### src/rtl/issue_scheduler_if.sv
// Decode/writeback bundle between the decode stage and the issue scheduler.
// The decode side drives the instruction fields; the scheduler answers with issue/stall and writeback ownership.
interface issue_scheduler_if #(
  parameter int ADDR_W   = 5,
  parameter int NUM_REGS = 32
);
  logic              dec_valid_i;
  logic [1:0]        dec_class_i;
  logic [ADDR_W-1:0] dec_rs1_i;
  logic              dec_rs1_used_i;
  logic [ADDR_W-1:0] dec_rs2_i;
  logic              dec_rs2_used_i;
  logic [ADDR_W-1:0] dec_rd_i;
  logic              dec_wr_en_i;
  logic              flush_i;
  logic              issue_o;
  logic              stall_o;
  logic              wb_valid_o;
  logic [ADDR_W-1:0] wb_rd_o;
  logic [1:0]        wb_class_o;
  logic [NUM_REGS-1:0] busy_regs_o;
  logic [15:0]       stall_cnt_o;

  modport master (
    output dec_valid_i, dec_class_i,
    output dec_rs1_i, dec_rs1_used_i,
    output dec_rs2_i, dec_rs2_used_i,
    output dec_rd_i, dec_wr_en_i, flush_i,
    input  issue_o, stall_o,
    input  wb_valid_o, wb_rd_o, wb_class_o,
    input  busy_regs_o, stall_cnt_o
  );

  modport slave (
    input  dec_valid_i, dec_class_i,
    input  dec_rs1_i, dec_rs1_used_i,
    input  dec_rs2_i, dec_rs2_used_i,
    input  dec_rd_i, dec_wr_en_i, flush_i,
    output issue_o, stall_o,
    output wb_valid_o, wb_rd_o, wb_class_o,
    output busy_regs_o, stall_cnt_o
  );
endinterface

### src/rtl/issue_scheduler.sv
// Decode-stage issue controller owning the single integer write port.
// A latency-indexed reservation shift register tracks every in-flight write.
module issue_scheduler #(
  parameter int ADDR_W    = 5,
  parameter int NUM_REGS  = 32,
  parameter int ALU_LAT   = 1,
  parameter int MEM_LAT   = 2,
  parameter int MUL_LAT   = 5,
  parameter int RES_DEPTH = 8
) (
  input logic clk_i,
  input logic rsn_i,
  issue_scheduler_if.slave bus
);
  localparam int IDX_W = $clog2(RES_DEPTH);

  logic [RES_DEPTH-1:0] sv;
  logic [ADDR_W-1:0]    srd  [RES_DEPTH];
  logic [1:0]           scls [RES_DEPTH];
  logic [15:0]          cnt;

  int               lat;
  logic [IDX_W-1:0] ins;
  logic             wr;
  logic             raw;
  logic             port;
  logic             waw;
  logic             hazard;
  logic             go;
  logic             hold;

  always_comb begin
    lat = ALU_LAT;
    unique case (1'b1)
      bus.dec_class_i == 2'd1: lat = MUL_LAT;
      bus.dec_class_i == 2'd2: lat = MEM_LAT;
      default:                 lat = ALU_LAT;
    endcase
  end

  assign ins = IDX_W'(lat - 1);
  assign wr  = bus.dec_wr_en_i
             & (bus.dec_class_i != 2'd3)
             & (bus.dec_rd_i != '0);

  // slot[0] is on the bypass network, so only k>=1 can cause RAW
  always_comb begin
    raw  = 1'b0;
    port = 1'b0;
    waw  = 1'b0;
    for (int k = 1; k < RES_DEPTH; k++) begin
      if (sv[k]) begin
        if (bus.dec_rs1_used_i
            && bus.dec_rs1_i != '0
            && srd[k] == bus.dec_rs1_i)
          raw = 1'b1;
        if (bus.dec_rs2_used_i
            && bus.dec_rs2_i != '0
            && srd[k] == bus.dec_rs2_i)
          raw = 1'b1;
        if (wr && k >= lat
            && srd[k] == bus.dec_rd_i)
          waw = 1'b1;
        if (wr && k == lat)
          port = 1'b1;
      end
    end
  end

  assign hazard = raw | port | waw;
  assign go     = bus.dec_valid_i & ~bus.flush_i & ~hazard;
  assign hold   = bus.dec_valid_i & ~bus.flush_i & hazard;

  always_ff @(posedge clk_i or negedge rsn_i) begin
    if (!rsn_i) begin
      sv  <= '0;
      cnt <= '0;
      for (int k = 0; k < RES_DEPTH; k++) begin
        srd[k]  <= '0;
        scls[k] <= '0;
      end
    end else begin
      for (int k = 0; k < RES_DEPTH - 1; k++) begin
        sv[k]   <= sv[k+1];
        srd[k]  <= srd[k+1];
        scls[k] <= scls[k+1];
      end
      sv[RES_DEPTH-1]   <= 1'b0;
      srd[RES_DEPTH-1]  <= '0;
      scls[RES_DEPTH-1] <= '0;
      // insert uses post-shift indexing, overriding the shifted value
      if (go && wr) begin
        sv[ins]   <= 1'b1;
        srd[ins]  <= bus.dec_rd_i;
        scls[ins] <= bus.dec_class_i;
      end
      if (hold && cnt != 16'hFFFF)
        cnt <= cnt + 16'd1;
    end
  end

  always_comb begin
    bus.busy_regs_o = '0;
    for (int k = 1; k < RES_DEPTH; k++)
      if (sv[k])
        bus.busy_regs_o[srd[k]] = 1'b1;
    bus.busy_regs_o[0] = 1'b0;
  end

  assign bus.issue_o     = go;
  assign bus.stall_o     = hold;
  assign bus.wb_valid_o  = sv[0];
  assign bus.wb_rd_o     = srd[0];
  assign bus.wb_class_o  = scls[0];
  assign bus.stall_cnt_o = cnt;
endmodule

### src/flat_wrapper.sv
// flat-port wrapper written by rule: the top's interface ports become plain ports
module issue_scheduler_flat 
#(
  parameter int ADDR_W    = 5,
  parameter int NUM_REGS  = 32,
  parameter int ALU_LAT   = 1,
  parameter int MEM_LAT   = 2,
  parameter int MUL_LAT   = 5,
  parameter int RES_DEPTH = 8
)
  (clk_i, rsn_i, bus_dec_valid_i, bus_dec_class_i, bus_dec_rs1_i, bus_dec_rs1_used_i, bus_dec_rs2_i, bus_dec_rs2_used_i, bus_dec_rd_i, bus_dec_wr_en_i, bus_flush_i, bus_issue_o, bus_stall_o, bus_wb_valid_o, bus_wb_rd_o, bus_wb_class_o, bus_busy_regs_o, bus_stall_cnt_o);
  issue_scheduler_if #(.ADDR_W(ADDR_W), .NUM_REGS(NUM_REGS)) bus_i ();
  input logic clk_i;
  input logic rsn_i;
  input wire logic [$bits(bus_i.dec_valid_i)-1:0] bus_dec_valid_i;
  input wire logic [$bits(bus_i.dec_class_i)-1:0] bus_dec_class_i;
  input wire logic [$bits(bus_i.dec_rs1_i)-1:0] bus_dec_rs1_i;
  input wire logic [$bits(bus_i.dec_rs1_used_i)-1:0] bus_dec_rs1_used_i;
  input wire logic [$bits(bus_i.dec_rs2_i)-1:0] bus_dec_rs2_i;
  input wire logic [$bits(bus_i.dec_rs2_used_i)-1:0] bus_dec_rs2_used_i;
  input wire logic [$bits(bus_i.dec_rd_i)-1:0] bus_dec_rd_i;
  input wire logic [$bits(bus_i.dec_wr_en_i)-1:0] bus_dec_wr_en_i;
  input wire logic [$bits(bus_i.flush_i)-1:0] bus_flush_i;
  output wire logic [$bits(bus_i.issue_o)-1:0] bus_issue_o;
  output wire logic [$bits(bus_i.stall_o)-1:0] bus_stall_o;
  output wire logic [$bits(bus_i.wb_valid_o)-1:0] bus_wb_valid_o;
  output wire logic [$bits(bus_i.wb_rd_o)-1:0] bus_wb_rd_o;
  output wire logic [$bits(bus_i.wb_class_o)-1:0] bus_wb_class_o;
  output wire logic [$bits(bus_i.busy_regs_o)-1:0] bus_busy_regs_o;
  output wire logic [$bits(bus_i.stall_cnt_o)-1:0] bus_stall_cnt_o;
  assign bus_i.dec_valid_i = bus_dec_valid_i;
  assign bus_i.dec_class_i = bus_dec_class_i;
  assign bus_i.dec_rs1_i = bus_dec_rs1_i;
  assign bus_i.dec_rs1_used_i = bus_dec_rs1_used_i;
  assign bus_i.dec_rs2_i = bus_dec_rs2_i;
  assign bus_i.dec_rs2_used_i = bus_dec_rs2_used_i;
  assign bus_i.dec_rd_i = bus_dec_rd_i;
  assign bus_i.dec_wr_en_i = bus_dec_wr_en_i;
  assign bus_i.flush_i = bus_flush_i;
  assign bus_issue_o = bus_i.issue_o;
  assign bus_stall_o = bus_i.stall_o;
  assign bus_wb_valid_o = bus_i.wb_valid_o;
  assign bus_wb_rd_o = bus_i.wb_rd_o;
  assign bus_wb_class_o = bus_i.wb_class_o;
  assign bus_busy_regs_o = bus_i.busy_regs_o;
  assign bus_stall_cnt_o = bus_i.stall_cnt_o;
  issue_scheduler #(.ADDR_W(ADDR_W), .NUM_REGS(NUM_REGS), .ALU_LAT(ALU_LAT), .MEM_LAT(MEM_LAT), .MUL_LAT(MUL_LAT), .RES_DEPTH(RES_DEPTH)) u_core (.clk_i(clk_i), .rsn_i(rsn_i), .bus(bus_i));
endmodule
### config.mk
export PLATFORM = sky130hd
export DESIGN_NAME = issue_scheduler_flat
export DESIGN_NICKNAME = d
export VERILOG_FILES = /design/src/rtl/issue_scheduler_if.sv /design/src/rtl/issue_scheduler.sv /design/src/flat_wrapper.sv
export SDC_FILE = /design/constraint.sdc
export NUM_CORES = 1
export LEC_CHECK = 0
export ABC_AREA = 1
export BUFFER_PORTS_ARGS = -buffer_cell sky130_fd_sc_hd__buf_2
export CELL_PAD_IN_SITES_DETAIL_PLACEMENT = 0
export CELL_PAD_IN_SITES_GLOBAL_PLACEMENT = 1
export CORE_MARGIN = 5
export CORE_UTILIZATION = 46
export DETAILED_ROUTE_END_ITERATION = 6
export PLACE_DENSITY_LB_ADDON = 0.1
export SLEW_MARGIN = 20
export SYNTH_ARGS = -nofsm -noshare
export SYNTH_HDL_FRONTEND = slang
export SYNTH_SLANG_ARGS = --single-unit
### constraint.sdc
create_clock -name clk_i -period 3.13 [get_ports clk_i]
set_clock_uncertainty 0.1 [all_clocks]
set_input_delay 0.313 -clock clk_i [delete_from_list [all_inputs] [get_ports clk_i]]
set_output_delay 0.313 -clock clk_i [all_outputs]
set_load 0.02 [all_outputs]
==> After elaboration in Yosys (flattened, before gate mapping) <==
Index checks and enable logic that the tools add are counted.
{ "totals": {"output_inout_bits": 58, "reg_bits": 80, "input_bits": 24} }
{ "classes": {"eq_ne": 32, "muxes": 82, "reduce_logical": 51, "n_lt_le_gt_ge": 25, "bitwise_logic": 17, "addsub": 2} }
{ "ops": {"columns": ["op", "n"], "rows": [
  ["$mux 32", 7],
  ["$or 32x32->32", 6],
  ["$eq 5x5->1", 21],
  ["$mux 1", 57],
  ["$logic_and 1x1->1", 48],
  ["$lt 5x6->1 const B", 7],
  ["$bwmux 40", 1],
  ["$mux 40", 1],
  ["$demux 1 s5", 7],
  ["$ge 5x1->1 const B", 7],
  ["$add 16x1->16 const B", 1],
  ["$bwmux 16", 1],
  ["$mux 16", 1],
  ["$ne 16x16->1 const B", 1],
  ["$demux 5 s3", 1],
  ["$reduce_bool 5->1", 3],
  ["$eq 3x3->1 const A", 4],
  ["$ge 3x3->1 const A", 4],
  ["$mux 8", 1],
  ["$or 7x8->8", 1],
  ["$demux 2 s3", 1],
  ["$eq 2x3->1 const A", 2],
  ["$ge 2x3->1 const A", 2],
  ["$pmux 3 s2", 1],
  ["other kinds (17)", 23]
]} }

==> Longest topological paths before layout <==
{ "depth": {"depth_word": 30, "depth_mapped": 19, "mapped_depth_nobuf": 17} }

==> Least setup slack after synthesis <==
No wires, ideal clock.
{ "synth_path": {"kind": "input to output", "from": "in bus_dec_class_i[1]", "to": "out bus_issue_o", "path_buffers": 2, "required_ns": 2.717, "stages": 15, "t_arrival_ns": 1.874, "slack_ns": 0.843, "path_cell_list": "inv_1 ha_1 buf_2 nand2_1 inv_2 nand2_1 nand3_1 nor2_1 nand2_1 nor2_1 nand3_1 nand2_1 nand3_2 nor2_4 buf_2"} }
{ "synth_between": {"elab_chain_len": 22} }
{ "synth_rtl": {"columns": ["item", "line", "rtl"], "rows": [
  ["start, declared", "flat_wrapper.sv:16", "input wire logic [$bits(bus_i.dec_class_i)-1:0] bus_dec_class_i;"],
  ["$eq 2x2->1 (tied with other cells)", "issue_scheduler.sv:36", "bus.dec_class_i == 2'd2: lat = MEM_LAT;"],
  ["$pmux 3 s2 / $and 1x1->1 (equally long branches)", "issue_scheduler.sv:34, issue_scheduler.sv:43", null],
  ["$ge 1x3->1 (tied with other cells)", "issue_scheduler.sv:61", "if (wr && k >= lat"],
  ["$logic_and 1x1->1, on equally long branches", "issue_scheduler.sv:61, issue_scheduler.sv:64", null],
  ["$logic_and 1x1->1 / $mux 1 (equally long branches)", "issue_scheduler.sv:62, issue_scheduler.sv:64", null],
  ["$mux 1, on equally long branches", "issue_scheduler.sv:61, issue_scheduler.sv:52", null],
  ["$mux 1, on equally long branches", "issue_scheduler.sv:52, issue_scheduler.sv:64", null],
  ["$mux 1, on equally long branches", "issue_scheduler.sv:61, issue_scheduler.sv:52", null],
  ["[6 not listed]", null, null],
  ["$mux 1, on equally long branches", "issue_scheduler.sv:52, issue_scheduler.sv:64", null],
  ["$mux 1, on equally long branches", "issue_scheduler.sv:61, issue_scheduler.sv:52", null],
  ["$mux 1, on equally long branches", "issue_scheduler.sv:52, issue_scheduler.sv:64", null],
  ["$mux 1, on equally long branches", "issue_scheduler.sv:61, issue_scheduler.sv:52", null],
  ["$mux 1 / $or 1x1->1 (equally long branches)", "issue_scheduler.sv:52, issue_scheduler.sv:70", null],
  ["$or 1x1->1 *", "issue_scheduler.sv:70", "assign hazard = raw | port | waw;"],
  ["$not 1->1 *", "issue_scheduler.sv:71", "assign go = bus.dec_valid_i & ~bus.flush_i & ~hazard;"],
  ["$and 1x1->1 *", "issue_scheduler.sv:71", null],
  ["end, declared", "flat_wrapper.sv:24", "output wire logic [$bits(bus_i.issue_o)-1:0] bus_issue_o;"]
]} }
Every way passes the cells marked *; elsewhere a longest branch is shown, timed or not.

==> Worst setup path after layout <==
{ "layout_path": {"from": "reg u_core.srd[26] (netlist name)", "to": "out bus_stall_o"} }
{ "layout_between": {"elab_chain_len": 23} }
{ "layout_rtl": {"columns": ["item", "line", "rtl"], "rows": [
  ["start, declared", "issue_scheduler.sv:18", "logic [ADDR_W-1:0] srd [RES_DEPTH];"],
  ["start signal, assigned by index", "issue_scheduler.sv:85", "srd[k] <= srd[k+1];"],
  ["start signal, assigned by index", "issue_scheduler.sv:94", "srd[ins] <= bus.dec_rd_i;"],
  ["$eq 5x5->1", "issue_scheduler.sv:55", "&& srd[k] == bus.dec_rs1_i)"],
  ["$logic_and 1x1->1", "issue_scheduler.sv:55", null],
  ["$mux 1", "issue_scheduler.sv:53", "if (bus.dec_rs1_used_i"],
  ["$mux 1", "issue_scheduler.sv:57", "if (bus.dec_rs2_used_i"],
  ["$mux 1", "issue_scheduler.sv:52", "if (sv[k]) begin"],
  ["$mux 1", "issue_scheduler.sv:53", null],
  ["$mux 1", "issue_scheduler.sv:57", null],
  ["$mux 1", "issue_scheduler.sv:52", null],
  ["[7 not listed]", null, null],
  ["$mux 1", "issue_scheduler.sv:57", null],
  ["$mux 1", "issue_scheduler.sv:52", null],
  ["$mux 1", "issue_scheduler.sv:53", null],
  ["$mux 1", "issue_scheduler.sv:57", null],
  ["$mux 1", "issue_scheduler.sv:52", null],
  ["$or 1x1->1", "issue_scheduler.sv:70", null],
  ["$or 1x1->1 *", "issue_scheduler.sv:70", null],
  ["$and 1x1->1 *", "issue_scheduler.sv:72", "assign hold = bus.dec_valid_i & ~bus.flush_i & hazard;"],
  ["end, declared", "flat_wrapper.sv:25", "output wire logic [$bits(bus_i.stall_o)-1:0] bus_stall_o;"]
]} }
Marks and branches as above.

==> impl_metrics.env <==
export IMPL_design_area_mm2=0.00761
export IMPL_yosys_top_cells_area="dfrtp_1 29%, nand2_1 15%, nand3_1 6.9%, xor2_1 5.4%, nor2_1 4.3%"
export IMPL_dpl_cell_count=1235
export IMPL_pre_cts_slack_ps=507
export IMPL_rr_worst_depth=14
export IMPL_place_area_mm2=0.00725
export IMPL_avgRoutedWirePerCell_um=21.4
export IMPL_core_area_mm2=0.0145
export IMPL_grt_pass1_wl_um=41400
export IMPL_endpoint_kind="output port"
export IMPL_worst_slew_pin_slew_ps=817
export IMPL_synthCells=1022
export IMPL_drive_gt1_share_pct=13.8
export IMPL_fin_crit_sh_pct=95.0
export IMPL_total_power_mw=2.62
export IMPL_whs_ps=185
export IMPL_fin_crit_ps=2970
export IMPL_crit_path_start="u_core.srd[26]"
export IMPL_clock_fmax_ghz=0.336
export IMPL_dp_hpwl_um=19600
export IMPL_drtAntennaViolNets=0
export IMPL_final_setup_tns_ps=0
export IMPL_syn_area_mm2=0.00679
export IMPL_die_x_um=131
export IMPL_nets=1094
export IMPL_io_buffers=80
export IMPL_rsz0062_at_grt="no"
export IMPL_cellPowerDensity_mw_per_mm2=344
export IMPL_drtIter0Drc=872
export IMPL_syn_area_per_cell_um2=6.64
export IMPL_design_die_area_mm2=0.0173
export IMPL_synth_seq_cells=80
export IMPL_outcome="finished, final reports clean"
export IMPL_timing_rr_start="u_core.srd[19]"
export IMPL_reg2reg_slack_ps=440
export IMPL_irDropWorstVdd_v=0.000342
export IMPL_ys_seq_area_share_pct=29.5
export IMPL_grt_pass1_vias=7092
export IMPL_p_leak_nw=3.75
export IMPL_critical_path_class="flip-flop to output port"
export IMPL_max_stage_delay_ps=580
export IMPL_antenna_cells=0
export IMPL_track_usage_pct=30.2
export IMPL_clk_path_buf_depth=2
export IMPL_synth_distinct_cells=31
export IMPL_hold_viol_final=0
export IMPL_cts_tree="built"
export IMPL_avgViaCountPerCell=6.00
export IMPL_synth_largest_area_cell="dfrtp_1"
export IMPL_cts_buffers=9
export IMPL_reg2reg_to="u_core.bus.wb_rd_o[0]"
export IMPL_cp_required_ps=2720
export IMPL_grt_overflow_total=0
export IMPL_initial_core_util_pct=46.9
export IMPL_crit_fanout=18
export IMPL_fin_cells=1253
export IMPL_ys_warnings_count=0
export IMPL_netlist_area_leader_share_pct=29.5
export IMPL_drt_pass1_iterations=7
export IMPL_clkTransAtPathRegs_ps=70
export IMPL_slew_violations=0
export IMPL_ios=82
export IMPL_startpoint_type="flip-flop"
export IMPL_mappedNetlistNets=1052
export IMPL_num_vias=7515
export IMPL_area_growth_syn_to_layout_pct=12.1
export IMPL_setup_viol=0
export IMPL_grt_max_degree=81
export IMPL_antenna_found_initial=0
export IMPL_die_h_um=131
export IMPL_final_util_pct=52.5
export IMPL_cts_root_buf="clkbuf_16"
export IMPL_htree_levels=3
export IMPL_path_cells="inv_1, nand2_1, nand4_1, nor2_1, nand3_1, a21oi_1, nor2_1, nand3_2, nand2_1, inv_2, buf_2"
export IMPL_setup_slack_ps=157
export IMPL_routed_wl_um=26800
export IMPL_routabilityCongestion=0.986
export IMPL_critPathSlowestCell="dfrtp_1"
export IMPL_maxCapViolCount=0
export IMPL_hold_path_class="input port to flip-flop"
export IMPL_cp_endpoint="bus_stall_o"
export IMPL_worstPathArrival_ps=2560
export IMPL_drc_errors=0
export IMPL_clock_latency_ps=360
export IMPL_rows=44
export IMPL_cts_sinks=80
export IMPL_max_slew_margin_pct=45.3
==> placed cells by master (no fill, tap or decap), types with 7 or more instances in the layout <==
| cell | Yosys | final |
|---|---|---|
| o21ai_0 | 24 | 24 |
| buf_4 | 8 | 35 |
| buf_2 | 49 | 79 |
| a21oi_1 | 32 | 32 |
| xor2_1 | 42 | 42 |
| nand4_1 | 33 | 33 |
| xnor2_1 | 29 | 29 |
| nor3_1 | 52 | 52 |
| clkbuf_16 | 0 | 9 |
| inv_2 | 7 | 7 |
| a22oi_1 | 29 | 29 |
| a221oi_1 | 9 | 9 |
| dfrtp_1 | 80 | 79 |
| o2111ai_1 | 18 | 18 |
| nor2_1 | 78 | 78 |
| o21ai_1 | 9 | 9 |
| nand3_1 | 93 | 93 |
| o22ai_1 | 30 | 30 |
| inv_1 | 76 | 75 |
| nand2_1 | 277 | 277 |
==> cells by family (layout without fill, tap and decap cells) <==
group / count (synthesis) / after routing / synth area share (%)
fa+ha+maj: 6 / 6 / 1.11
xor+xnor: 71 / 71 / 9.16
other cells: 1 / 1 / 0.0553
compound gates: 152 / 152 / 14.4
buf+inv: 168 / 215 / 10.9
simple gates: 544 / 544 / 34.9
flops: 80 / 80 / 29.5
==> final cells by class <==
type                            instances  area [um2]
Timing Repair Buffer                  116         679
Fill cell                            1530        6870
Clock inverter                          7         109
Multi-Input combinational cell        774        4040
Clock buffer                            9         225
Inverter                               83         315
Tap cell                              184         230
Sequential cell                        80        2000
==> flip-flops by register name (all words and copies together), names as in the netlist <==
register	flops
u_core.srd	35
u_core.bus.stall_cnt_o	16
u_core.scls	14
u_core.sv	8
u_core.bus.wb_rd_o	5
u_core.bus.wb_class_o	2
==> worst min-delay path by stage <==
stage | slack [ps] | endpoint | start | cells past startpoint
2_1_floorplan | -80 | u_core.bus.stall_cnt_o[0] | rsn_i | 0
3_3_place_gp | 230 | u_core.scls[11] | u_core.scls[9] | 0
3_5_place_dp | 240 | u_core.scls[8] | u_core.scls[6] | 0
4_1_cts | 70 | u_core.scls[6] | rsn_i | 1
5_1_grt | 190 | u_core.scls[13] | bus_dec_class_i[1] | 3
6_report | 180 | u_core.scls[13] | bus_dec_class_i[1] | 3
==> synth_stat cells (all sizes together) <==
master	count
conb	1
o32ai	1
buf	59
nand4	34
nor3	52
ha	6
xnor2	29
nand3b	2
a21oi	32
o2111ai	18
xor2	42
a221oi	9
o21ai	33
o22ai	30
a22oi	29
nor2	79
nand2	279
dfrtp	80
clkbuf	26
nor4	2
nand3	96
inv	83
==> report_power, final <==
part | switching, mW | internal (mW)
Clock | 0.488 | 0.717
Combinational | 0.231 | 0.0969
Sequential | 0.0308 | 1.05
Total | 0.751 | 1.87
==> metal layers <==
| metal | GRT usage (%) | vias to the layer above | routed length (um) |
|---|---|---|---|
| met2 | 46.1 | 476 | 11700 |
| met5 | 0 | - | 0 |
| met1 | 41.3 | 3436 | 11100 |
| li1 | - | 3505 | - |
| met4 | 11.8 | 0 | 1010 |
| met3 | 7.34 | 98 | 2980 |
==> critical path: cells and delay by family (launching register included) <==
kind	cells	cell delay, ps
compound gates	1	220
flops	1	580
simple gates	7	710
buf+inv	3	690
==> timing repair <==
action / 4_1_cts / 5_1_grt
setup buffers: 0 / 1
gates resized for setup: 0 / 2
endpoints found under the hold margin: 0 / 80
setup endpoints to repair: 0 / 1
hold buffers: 0 / 1
(Power assumes the default switching activity.)
